### config.mk
export PLATFORM = sky130hd
export DESIGN_NAME = sram_arbiter
export DESIGN_NICKNAME = d
export VERILOG_FILES = /design/src/rtl/mem_arb_pkg.sv /design/src/rtl/read_tag_pipe.sv /design/src/rtl/sram_arbiter.sv
export SDC_FILE = /design/constraint.sdc
export NUM_CORES = 1
export LEC_CHECK = 0
export ABC_AREA = 1
export CORE_AREA = 2 2 127 129
export DETAILED_ROUTE_END_ITERATION = 7
export DIE_AREA = 0 0 129 131
export GPL_ROUTABILITY_DRIVEN = 0
export HOLD_SLACK_MARGIN = 0.02
export MAX_ROUTING_LAYER = met4
export PLACE_DENSITY_LB_ADDON = 0.05
export REMOVE_ABC_BUFFERS = 1
export SLEW_MARGIN = 25
export SYNTH_ARGS = -nofsm -noshare
export SYNTH_HDL_FRONTEND = slang
export SYNTH_HIERARCHICAL = 1
export SYNTH_SLANG_ARGS = --single-unit
### constraint.sdc
create_clock -name clk -period 1.71 [get_ports clk]
set_input_delay 0.342 -clock clk [delete_from_list [all_inputs] [get_ports clk]]
set_output_delay 0.342 -clock clk [all_outputs]
set_load 0.01 [all_outputs]
### src/rtl/mem_arb_pkg.sv
// Shared types and constants for the SRAM port arbiter: requester IDs and the
// read-return tag carried alongside each access through the SRAM latency.
package mem_arb_pkg;

  localparam logic REQ_A = 1'b0;
  localparam logic REQ_B = 1'b1;

  localparam int DEF_READ_LATENCY = 2;

  typedef struct packed {
    logic valid;
    logic id;
  } rd_tag_t;

endpackage

### src/rtl/read_tag_pipe.sv
// Fixed-depth shift register of read tags; the last stage names the owner of
// the data currently on the SRAM read bus.
module read_tag_pipe
  import mem_arb_pkg::*;
#(
  parameter int DEPTH = DEF_READ_LATENCY + 1
) (
  input  logic    clk,
  input  logic    rst_n,
  input  rd_tag_t tag_in,
  output rd_tag_t tag_out
);

  rd_tag_t [DEPTH-1:0] tag_pipe;

  always_ff @(posedge clk or negedge rst_n) begin
    if (!rst_n) begin
      tag_pipe <= '0;
    end else begin
      tag_pipe[0] <= tag_in;
      for (int i = 1; i < DEPTH; i++) tag_pipe[i] <= tag_pipe[i-1];
    end
  end

  assign tag_out = tag_pipe[DEPTH-1];

endmodule

### src/rtl/sram_arbiter.sv
// Two-requester arbiter for the single SRAM port: fixed A priority with a
// starvation override for B, registered memory-side signals, tagged returns.
module sram_arbiter
  import mem_arb_pkg::*;
#(
  parameter int READ_LATENCY = DEF_READ_LATENCY,
  parameter int STARVE_LIMIT = 8,
  parameter int ADDR_WIDTH   = 32
) (
  input  logic                  clk,
  input  logic                  reset,

  input  logic                  a_req,
  input  logic                  a_we,
  input  logic [ADDR_WIDTH-1:0] a_addr,
  input  logic [31:0]           a_wdata,
  output logic                  a_gnt,
  output logic                  a_rvalid,
  output logic [31:0]           a_rdata,

  input  logic                  b_req,
  input  logic                  b_we,
  input  logic [ADDR_WIDTH-1:0] b_addr,
  input  logic [31:0]           b_wdata,
  output logic                  b_gnt,
  output logic                  b_rvalid,
  output logic [31:0]           b_rdata,

  output logic [ADDR_WIDTH-1:0] mem_addr,
  output logic [31:0]           mem_write_data,
  output logic                  mem_write_enable,
  input  logic [31:0]           mem_read_data
);

  localparam int CW = $clog2(STARVE_LIMIT + 1);

  logic [CW-1:0] starve_cnt;
  logic          starve;
  logic          any_gnt;
  logic          win_we;
  rd_tag_t       tag_in, tag_out;

  assign starve = (starve_cnt == CW'(STARVE_LIMIT));

  // B wins only when starved or when A is idle; A otherwise has priority.
  always_comb begin
    b_gnt = b_req & (starve | ~a_req);
    a_gnt = a_req & ~b_gnt;
  end

  assign any_gnt      = a_gnt | b_gnt;
  assign win_we       = b_gnt ? b_we : a_we;
  assign tag_in.valid = any_gnt & ~win_we;
  assign tag_in.id    = b_gnt ? REQ_B : REQ_A;

  always_ff @(posedge clk or negedge reset) begin
    if (!reset) begin
      starve_cnt <= '0;
    end else if (!b_req || b_gnt) begin
      starve_cnt <= '0;
    end else if (!starve) begin
      starve_cnt <= starve_cnt + CW'(1);
    end
  end

  always_ff @(posedge clk or negedge reset) begin
    if (!reset) begin
      mem_addr         <= '0;
      mem_write_data   <= '0;
      mem_write_enable <= 1'b0;
    end else begin
      mem_write_enable <= 1'b0;
      if (any_gnt) begin
        mem_addr         <= b_gnt ? b_addr  : a_addr;
        mem_write_data   <= b_gnt ? b_wdata : a_wdata;
        mem_write_enable <= win_we;
      end
    end
  end

  // One extra stage over the SRAM latency covers the address register.
  read_tag_pipe #(.DEPTH(READ_LATENCY + 1)) u_tag_pipe (
    .clk     (clk),
    .rst_n   (reset),
    .tag_in  (tag_in),
    .tag_out (tag_out)
  );

  always_ff @(posedge clk or negedge reset) begin
    if (!reset) begin
      a_rvalid <= 1'b0;
      b_rvalid <= 1'b0;
      a_rdata  <= '0;
      b_rdata  <= '0;
    end else begin
      a_rvalid <= tag_out.valid & (tag_out.id == REQ_A);
      b_rvalid <= tag_out.valid & (tag_out.id == REQ_B);
      if (tag_out.valid && tag_out.id == REQ_A) a_rdata <= mem_read_data;
      if (tag_out.valid && tag_out.id == REQ_B) b_rdata <= mem_read_data;
    end
  end

endmodule

Yosys cells after proc, flatten, opt, wreduce, memory -nomap -nowiden
Index checks and enable logic that the tools add are counted.
{"block": "word_totals", "reg_bits": 141, "latchBits": 0, "ramBits": 0, "mem_bits_ro": 0, "out_inout_bits": 133, "mem_count": 0}
{"block": "op_classes", "n_addsub": 1, "mul": 0, "n_div": 0, "n_lt_le_gt_ge": 0, "n_eq_ne": 2, "shift": 0, "muxes": 7, "bitwise_logic": 11, "n_reduce_logical": 4}
{"operator": "$mux W32", "count": 2}
{"operator": "$mux W4", "count": 2}
{"operator": "$and A1 B1 Y1", "count": 5}
{"operator": "$add A4 B1 Y4 const B", "count": 1}
{"operator": "$eq A4 B4 Y1 const B", "count": 1}
{"operator": "$not A1 Y1", "count": 4}
{"operator": "$mux W1", "count": 3}
{"operator": "$logic_and A1 B1 Y1", "count": 2}
{"operator": "$ne A2 B1 Y1 const B", "count": 1}
{"operator": "$or A1 B1 Y1", "count": 2}
{"operator": "$logic_not A1 Y1", "count": 1}
{"operator": "$logic_or A1 B1 Y1", "count": 1}

Depth between registers and ports, before layout
Gate-level depths: netlist of the first run.
{"block": "logic_depth", "depth_word": 7, "mapped_depth": 9, "depth_no_buf": 8}

Cells and area by module
Netlist of the first run, hierarchy kept.
{"module": "sram_arbiter", "n_inst": 1, "cells_each": 764, "area_per_inst_um2": 6132.1, "seq_area_each_um2": 3378.2}
{"module": "read_tag_pipe", "n_inst": 1, "cells_each": 8, "area_per_inst_um2": 165.2, "seq_area_each_um2": 150.1}

Worst setup path before layout of the first run
No wires, ideal clock.
{"block": "synth_timing", "path_type": "register -> output", "from": "register starve_cnt[0]", "to": "output port a_gnt", "arrival_ns": 1.217, "setup_slack_ns": 0.151, "stages_incl_launch_ff": 9, "path_buffers": 1, "path_cell_list": "dfrtp_1 inv_1 ha_1 nand3_2 nand2_2 nand2_2 buf_6 inv_1 nor2_1"}
{"block": "synth_via", "elab_chain_len": 5}
{"item": "start, declared", "line": "sram_arbiter.sv:37", "rtl": "logic [CW-1:0] starve_cnt;"}
{"item": "start signal, assigned", "line": "sram_arbiter.sv:62", "rtl": "starve_cnt <= starve_cnt + CW'(1);"}
{"item": "$eq A4 B4 Y1", "line": "sram_arbiter.sv:43", "rtl": "assign starve = (starve_cnt == CW'(STARVE_LIMIT));"}
{"item": "$or A1 B1 Y1", "line": "sram_arbiter.sv:47", "rtl": "b_gnt = b_req & (starve | ~a_req);"}
{"item": "$and A1 B1 Y1", "line": "sram_arbiter.sv:47"}
{"item": "named net b_gnt", "line": "sram_arbiter.sv:25", "rtl": "output logic b_gnt,"}
{"item": "$not A1 Y1", "line": "sram_arbiter.sv:48", "rtl": "a_gnt = a_req & ~b_gnt;"}
{"item": "$and A1 B1 Y1", "line": "sram_arbiter.sv:48"}
{"item": "end, declared", "line": "sram_arbiter.sv:17", "rtl": "output logic a_gnt,"}
The timed path passes the listed nets, and every way through them passes these cells.

Final worst setup path of the first run
{"block": "layout_timing", "from": "register starve_cnt[0]", "to": "output port a_gnt"}
{"block": "layout_via", "elab_chain_len": 5}
{"item": "$eq A4 B4 Y1", "line": "sram_arbiter.sv:43"}
{"item": "$or A1 B1 Y1", "line": "sram_arbiter.sv:47"}
{"item": "$and A1 B1 Y1", "line": "sram_arbiter.sv:47"}
{"item": "$not A1 Y1", "line": "sram_arbiter.sv:48"}
{"item": "$and A1 B1 Y1", "line": "sram_arbiter.sv:48"}
Every way passes these cells.

==> results of run 1 <==
cell type report:
cell class,count,area [um^2],area share (%)
clock inverters,14,205.2,2.001
flip-flops and latches,141,3528,34.41
clock buffers,18,439.2,4.283
well taps,216,270.3,2.636
repair buffers,320,3334,32.52
inverters,107,401.6,3.917
multi-input cells,473,2074,20.23
cells in the mapped netlist, types with 2 or more instances:
master	instances	area share (%)
nand3_1	132	10
o21ai_0	64	5.1
buf_6	6	1.1
nand2_2	2	0.20
inv_2	2	0.12
nor2_1	72	4.3
nand2_1	197	12
dfrtp_1	141	56
buf_4	9	1.1
clkbuf_1	11	0.66
inv_1	105	6.3
buf_2	24	1.9
ha_1	2	0.40
cells by family after synthesis:
group	share of synthesized area (%)
AO/OA/AOI/OAI	5.086
XOR/XNOR	0.2782
adder cells (fa/ha/maj)	0.3973
buffers and inverters	11.15
flip-flops	56.03
AND/OR/NAND/NOR	27.06
worst max-delay path, cell delays in order (launching register included):
cell and delay [ps]:
dfrtp_1 380, inv_1 60, ha_2 160, nand3_2 90, nand2_2 90, nand2_2 60
inv_2 70, nor2_2 30, buf_2 130
metrics by stage:
stage	hold slack, ps	cells	cell area (um^2)	worst slack, ps	power (mW)
floorplan	46.41	721	5997	-1052	4.904
global placement	266.2	1253	9497	-289.6	6.573
detailed placement	265.6	1253	9497	-312.5	6.602
CTS	301.5	1286	10130	-111.7	10.65
global route	356.6	1289	10250	-194.3	11.04
finish	347.7	1289	10250	-114.5	10.51
power breakdown:
part | internal, mW | switching (mW) | total [mW]
clock | 2.51 | 1.51 | 4.03
sequential | 3.81 | 0.242 | 4.05
combinational | 1.37 | 1.06 | 2.43
total | 7.70 | 2.82 | 10.5
sequential cells by signal (all words and copies together), names as in the netlist:
name,count
a_rdata,32
starve_cnt,4
u_tag_pipe/tag_pipe,4
b_rvalid,1
a_rvalid,1
mem_write_enable,1
b_rdata,32
mem_addr,32
u_tag_pipe/tag_out,2
mem_write_data,32
routing by layer:
metal  vias up  track usage [%]  share of wire [%]
met1      2685            26.45                 41
met3        18            7.940                8.3
met2       208            36.97                 49
met4         0            6.969                1.3
met5         -                -                  0
li1       2966                -                  -
worst max path at each step:
stage / slack (ps) / startpoint / end / depth (start not counted)
2_1_floorplan: -1050 / starve_cnt[0] / a_gnt / 7
3_3_place_gp: -290 / a_req / a_gnt / 6
3_5_place_dp: -310 / a_req / a_gnt / 6
4_1_cts: -110 / starve_cnt[0] / a_gnt / 8
5_1_grt: -190 / starve_cnt[0] / a_gnt / 8
6_report: -110 / starve_cnt[0] / a_gnt / 8
timing repair:
| item | in CTS | in global routing |
|---|---|---|
| endpoints found under the hold margin | 31 | 0 |
| pin swaps | 2 | 1 |
| resized for setup | 18 | 40 |
| hold buffers | 1 | 0 |
| setup buffers | 0 | 3 |
| endpoints found under the setup margin | 40 | 102 |
==> results_dict.tcl, run 1 <==
set metrics [dict create \
    io_buffers 298 \
    critPathKind "reg -> out" \
    drc 0 \
    drt_first_iter_violations 327 \
    clk_latency_ps 420 \
    wl_um 18460 \
    antenna_found_initial 0 \
    final_layout_size_suffix_gt1_share_pct 6.244 \
    ioPinCount 299 \
    slew_violations 0 \
    cts_tree "done" \
    rsz0062_at_grt "true" \
    grt_pass1_wl_um 28650 \
    clockRootBuffer "clkbuf_16" \
    hp-class "reg -> reg" \
    min_period_ps 1825 \
    fin_crit_sh_pct 106.7 \
    final_common_cell "clkdlybuf4s50_1" \
    syn_area_per_cell_um2 8.157 \
    placementRows 46 \
    synth-main-ff-cell "dfrtp_1" \
    cts_sinks 141 \
    r2r-start "starve_cnt[0]" \
    yosysSeqAreaShare_pct 56.03 \
    fillers 1299 \
    r2r_cells 10 \
    ys_warn_count 6 \
    grt-ovfl-total 0 \
    whs_path_depth 0 \
    core_um2 15600 \
    antenna_cells 0 \
    path_max_fanout 3 \
    num_vias 5877 \
    hold_violations 0 \
    setup.worst_path.end_class "primary output" \
    synthCells 772 \
    maxCapViolCount 0 \
    syn_area_um2 6297 \
    worst_ep_arrival_time_ps 1480 \
    cp.required_ps 1370 \
    ant_nets 0 \
    dp_hpwl_um 12680 \
    setup_viol 2 \
    fin_setup_tns_ps -197.6 \
    fmax_ghz 0.5481 \
    area_growth_pct 62.83 \
    dr.pass1.iters 4 \
    final_net_count 1228 \
    r2r_end "u_tag_pipe/tag_pipe[1]" \
    violations "negative setup slack" \
    viasPerCell 4.559 \
    numCtsBuffers 17 \
    die_h_um 131 \
    status "complete, but fails checks" \
    die_x_um 129 \
    setup_ws_ps -114.5 \
    ff2ff_setup_slack_ps 100 \
    final_cell_mix "clkdlybuf4s50_1, nand2_1, dfrtp_1" \
    synth-edff-count 0 \
    hold_end "u_tag_pipe/tag_out[1]" \
    min_from "u_tag_pipe/tag_pipe[3]" \
    power.leakage_nw 5.258 \
    cts_htree_levels 4 \
    grt_pass1_vias 5615 \
    async_flop_share_pct 100.0 \
    ir_drop_mv 0.7329 \
    ys_types 18 \
    setup.worst_path.start_class "flop" \
    maxSlewHeadroom_pct 64.56 \
    grt_max_degree 67 \
    utilization_pct 65.74 \
    p_per_area_nw_per_um2 1025 \
    wl_per_cell_um 14.32 \
    grt_use_total_pct 22.64 \
    start_util_pct 40.37 \
    dieArea_um2 16900 \
    clk_path_buf_depth 2 \
    ys_seq_elements 141 \
    fin_worst_skew_ps 9.391 \
    clk_pin_slew_worst_paths_ps 60 \
    tightest_slew_ps 531.6 \
]
(Power assumes the default switching activity.)
==> run 2: changes to the inputs <==
Settings changed: TNS_END_PERCENT from default to 100.
==> results of run 2 <==
Same layout as run 1: the final DEF is identical, and so are final timing and power.
==> run 3: changes to the inputs <==
Settings changed: ABC_AREA 1 to 0, CORE_AREA 2 2 127 129 to 2 2 124 126, DIE_AREA 0 0 129 131 to 0 0 126 128.
==> results_dict.tcl, run 3 <==
set metrics [dict create \
    wl_per_cell_um 18.77 \
    pre_cts_ws_ps -509.3 \
    grtUsageMet3_pct 6.886 \
    grt_pass1_vias 4918 \
    dieArea_um2 16130 \
    r2r-start "starve_cnt[1]" \
    setup_ws_ps -148.3 \
    ir_drop_mv 0.6892 \
    status "complete, but fails checks" \
    path_max_fanout 2 \
    final_common_cell "clkdlybuf4s50_1" \
    rsz0062_at_grt "true" \
    cts_sinks 141 \
    placementRows 45 \
    cts_htree_levels 4 \
    grt-ovfl-total 0 \
    clockRootBuffer "clkbuf_16" \
    cp-startpoint "starve_cnt[1]" \
    min_from "a_req" \
    maxCapViolCount 0 \
    area_growth_pct 70.76 \
    synth-edff-count 0 \
    ant_nets 0 \
    drt_first_iter_violations 157 \
    async_flop_share_pct 100.0 \
    core_um2 14860 \
    synth-main-ff-cell "dfrtp_1" \
    worst_ep_arrival_time_ps 1520 \
    num_vias 4463 \
    yosysMostFrequentCell "dfrtp_1" \
    clk_latency_ps 410 \
    p_per_area_nw_per_um2 1045 \
    antenna_cells 0 \
    viasPerCell 4.959 \
    clk_path_buf_depth 2 \
    path_cells "inv_1 > ha_2 > nand3b_1 > a21boi_4 > buf_6" \
    grt_max_degree 67 \
    min_period_ps 1858 \
    violations "negative setup slack" \
    ys_seq_elements 141 \
    final_net_count 867 \
    grtUsageMet2_pct 35.61 \
    setup.worst_path.start_class "flop" \
    hold_violations 0 \
    start_util_pct 38.02 \
    dp_hpwl_um 12160 \
    grtUsageMet1_pct 24.05 \
    wl_um 16890 \
    fin_worst_skew_ps 8.281 \
    power.leakage_nw 4.302 \
    setup_viol 8 \
    ys_warn_count 6 \
    synthCells 388 \
    yosysSeqAreaShare_pct 62.43 \
    die_x_um 126 \
    yosys-top-cells-area "dfrtp_1, mux2_2, a221o_1" \
    dr.pass1.iters 4 \
    antenna_found_initial 0 \
    grt_use_total_pct 21.40 \
    cpMaxStageDelayCell "dfrtp_1" \
    grt_pass1_wl_um 25700 \
    numCtsBuffers 17 \
    tightest_slew_ps 659.8 \
    hp-class "in -> reg" \
    fmax_ghz 0.5381 \
    cts_tree "done" \
    ys_types 23 \
    slew_violations 0 \
    synth_top_area_cell "dfrtp_1" \
    final_layout_size_suffix_gt1_share_pct 17.42 \
    synth_top_area_share_pct 62.43 \
    utilization_pct 64.92 \
    busiest_layer "met2" \
    drc 0 \
    setup.worst_path.end_class "primary output" \
    cp.required_ps 1370 \
    ioPinCount 299 \
    synthTopCellsByCount "dfrtp_1, and2_1, a221o_1, mux2_2, buf_2" \
    syn_area_per_cell_um2 14.57 \
    ff2ff_setup_slack_ps -10 \
    io_buffers 298 \
    clk_pin_slew_worst_paths_ps 50 \
    max_stage_delay_ps 380 \
    maxSlewHeadroom_pct 55.91 \
    syn_area_um2 5652 \
    critPathKind "reg -> out" \
    die_h_um 128 \
    final_cell_mix "clkdlybuf4s50_1, dfrtp_1, and2_1" \
    fin_crit_sh_pct 108.7 \
]
run 3: path summary, 6_finish.rpt:
path,endpoint,cells past startpoint
min in group asynchronous,a_rdata[6],2
setup / recovery,b_gnt,5
hold / removal,mem_write_enable,3
max in group asynchronous,mem_write_data[11],3
hold reg to reg,u_tag_pipe/tag_pipe[2],0
setup reg to reg,mem_write_data[5],6
run 3: final cells by class:
class | instances | area (um^2)
timing repair buffer | 321 | 3356
clock inverter | 8 | 81.33
sequential | 141 | 3528
tap | 188 | 235.2
multi-input combinational | 214 | 1943
fill | 1190 | 5214
clock buffer | 24 | 491.7
inverter | 4 | 15.01
run 3: repair_timing:
item	4_1_cts	5_1_grt
hold buffers	1	0
cloned	0	2
endpoints found under the setup margin	70	90
hold endpoints to repair	36	0
buffers inserted	8	1
gates resized for setup	22	26
pin swaps	3	1
run 3: power breakdown:
group / switching (mW) / internal [mW]
sequential: 0.246 / 3.84
combinational: 0.875 / 1.59
clock: 1.37 / 2.16
total: 2.49 / 7.59
run 3: metrics by stage:
step                      hold WS (ps)  cells  instance area [um^2]  total power, mW  setup TNS (ps)
after floorplan                  46.41    359                  5460            4.925         -132330
after global placement           297.5    858                  8871            6.561          -38670
after detailed placement         300.6    859                  8899            6.632          -31230
after CTS                        353.4    900                  9559            10.21          -365.9
after global routing             357.0    900                  9651            10.54           -6786
final                            343.5    900                  9651            10.08          -334.4
run 3: routing by layer:
metal,part of all wire [%],wire (um)
met1,40,6737
met2,51,8690
met3,7.0,1189
met5,0,0
met4,1.6,276
run 3: logic make-up after synthesis:
family | Yosys count | share of synthesized area, %
AND/OR/NAND/NOR | 79 | 8.678
buffers and inverters | 33 | 3.653
XOR/XNOR | 2 | 0.3100
flip-flops | 141 | 62.43
AO/OA/AOI/OAI | 66 | 11.56
multiplexers | 65 | 12.93
adder cells (fa/ha/maj) | 2 | 0.4427
run 3: critical path: cells and delay by family (launching register included):
kind / cells / cell delay (ps)
adder cells (fa/ha/maj): 1 / 180
buffers and inverters: 2 / 200
flip-flops: 1 / 380
AND/OR/NAND/NOR: 1 / 140
AO/OA/AOI/OAI: 1 / 210
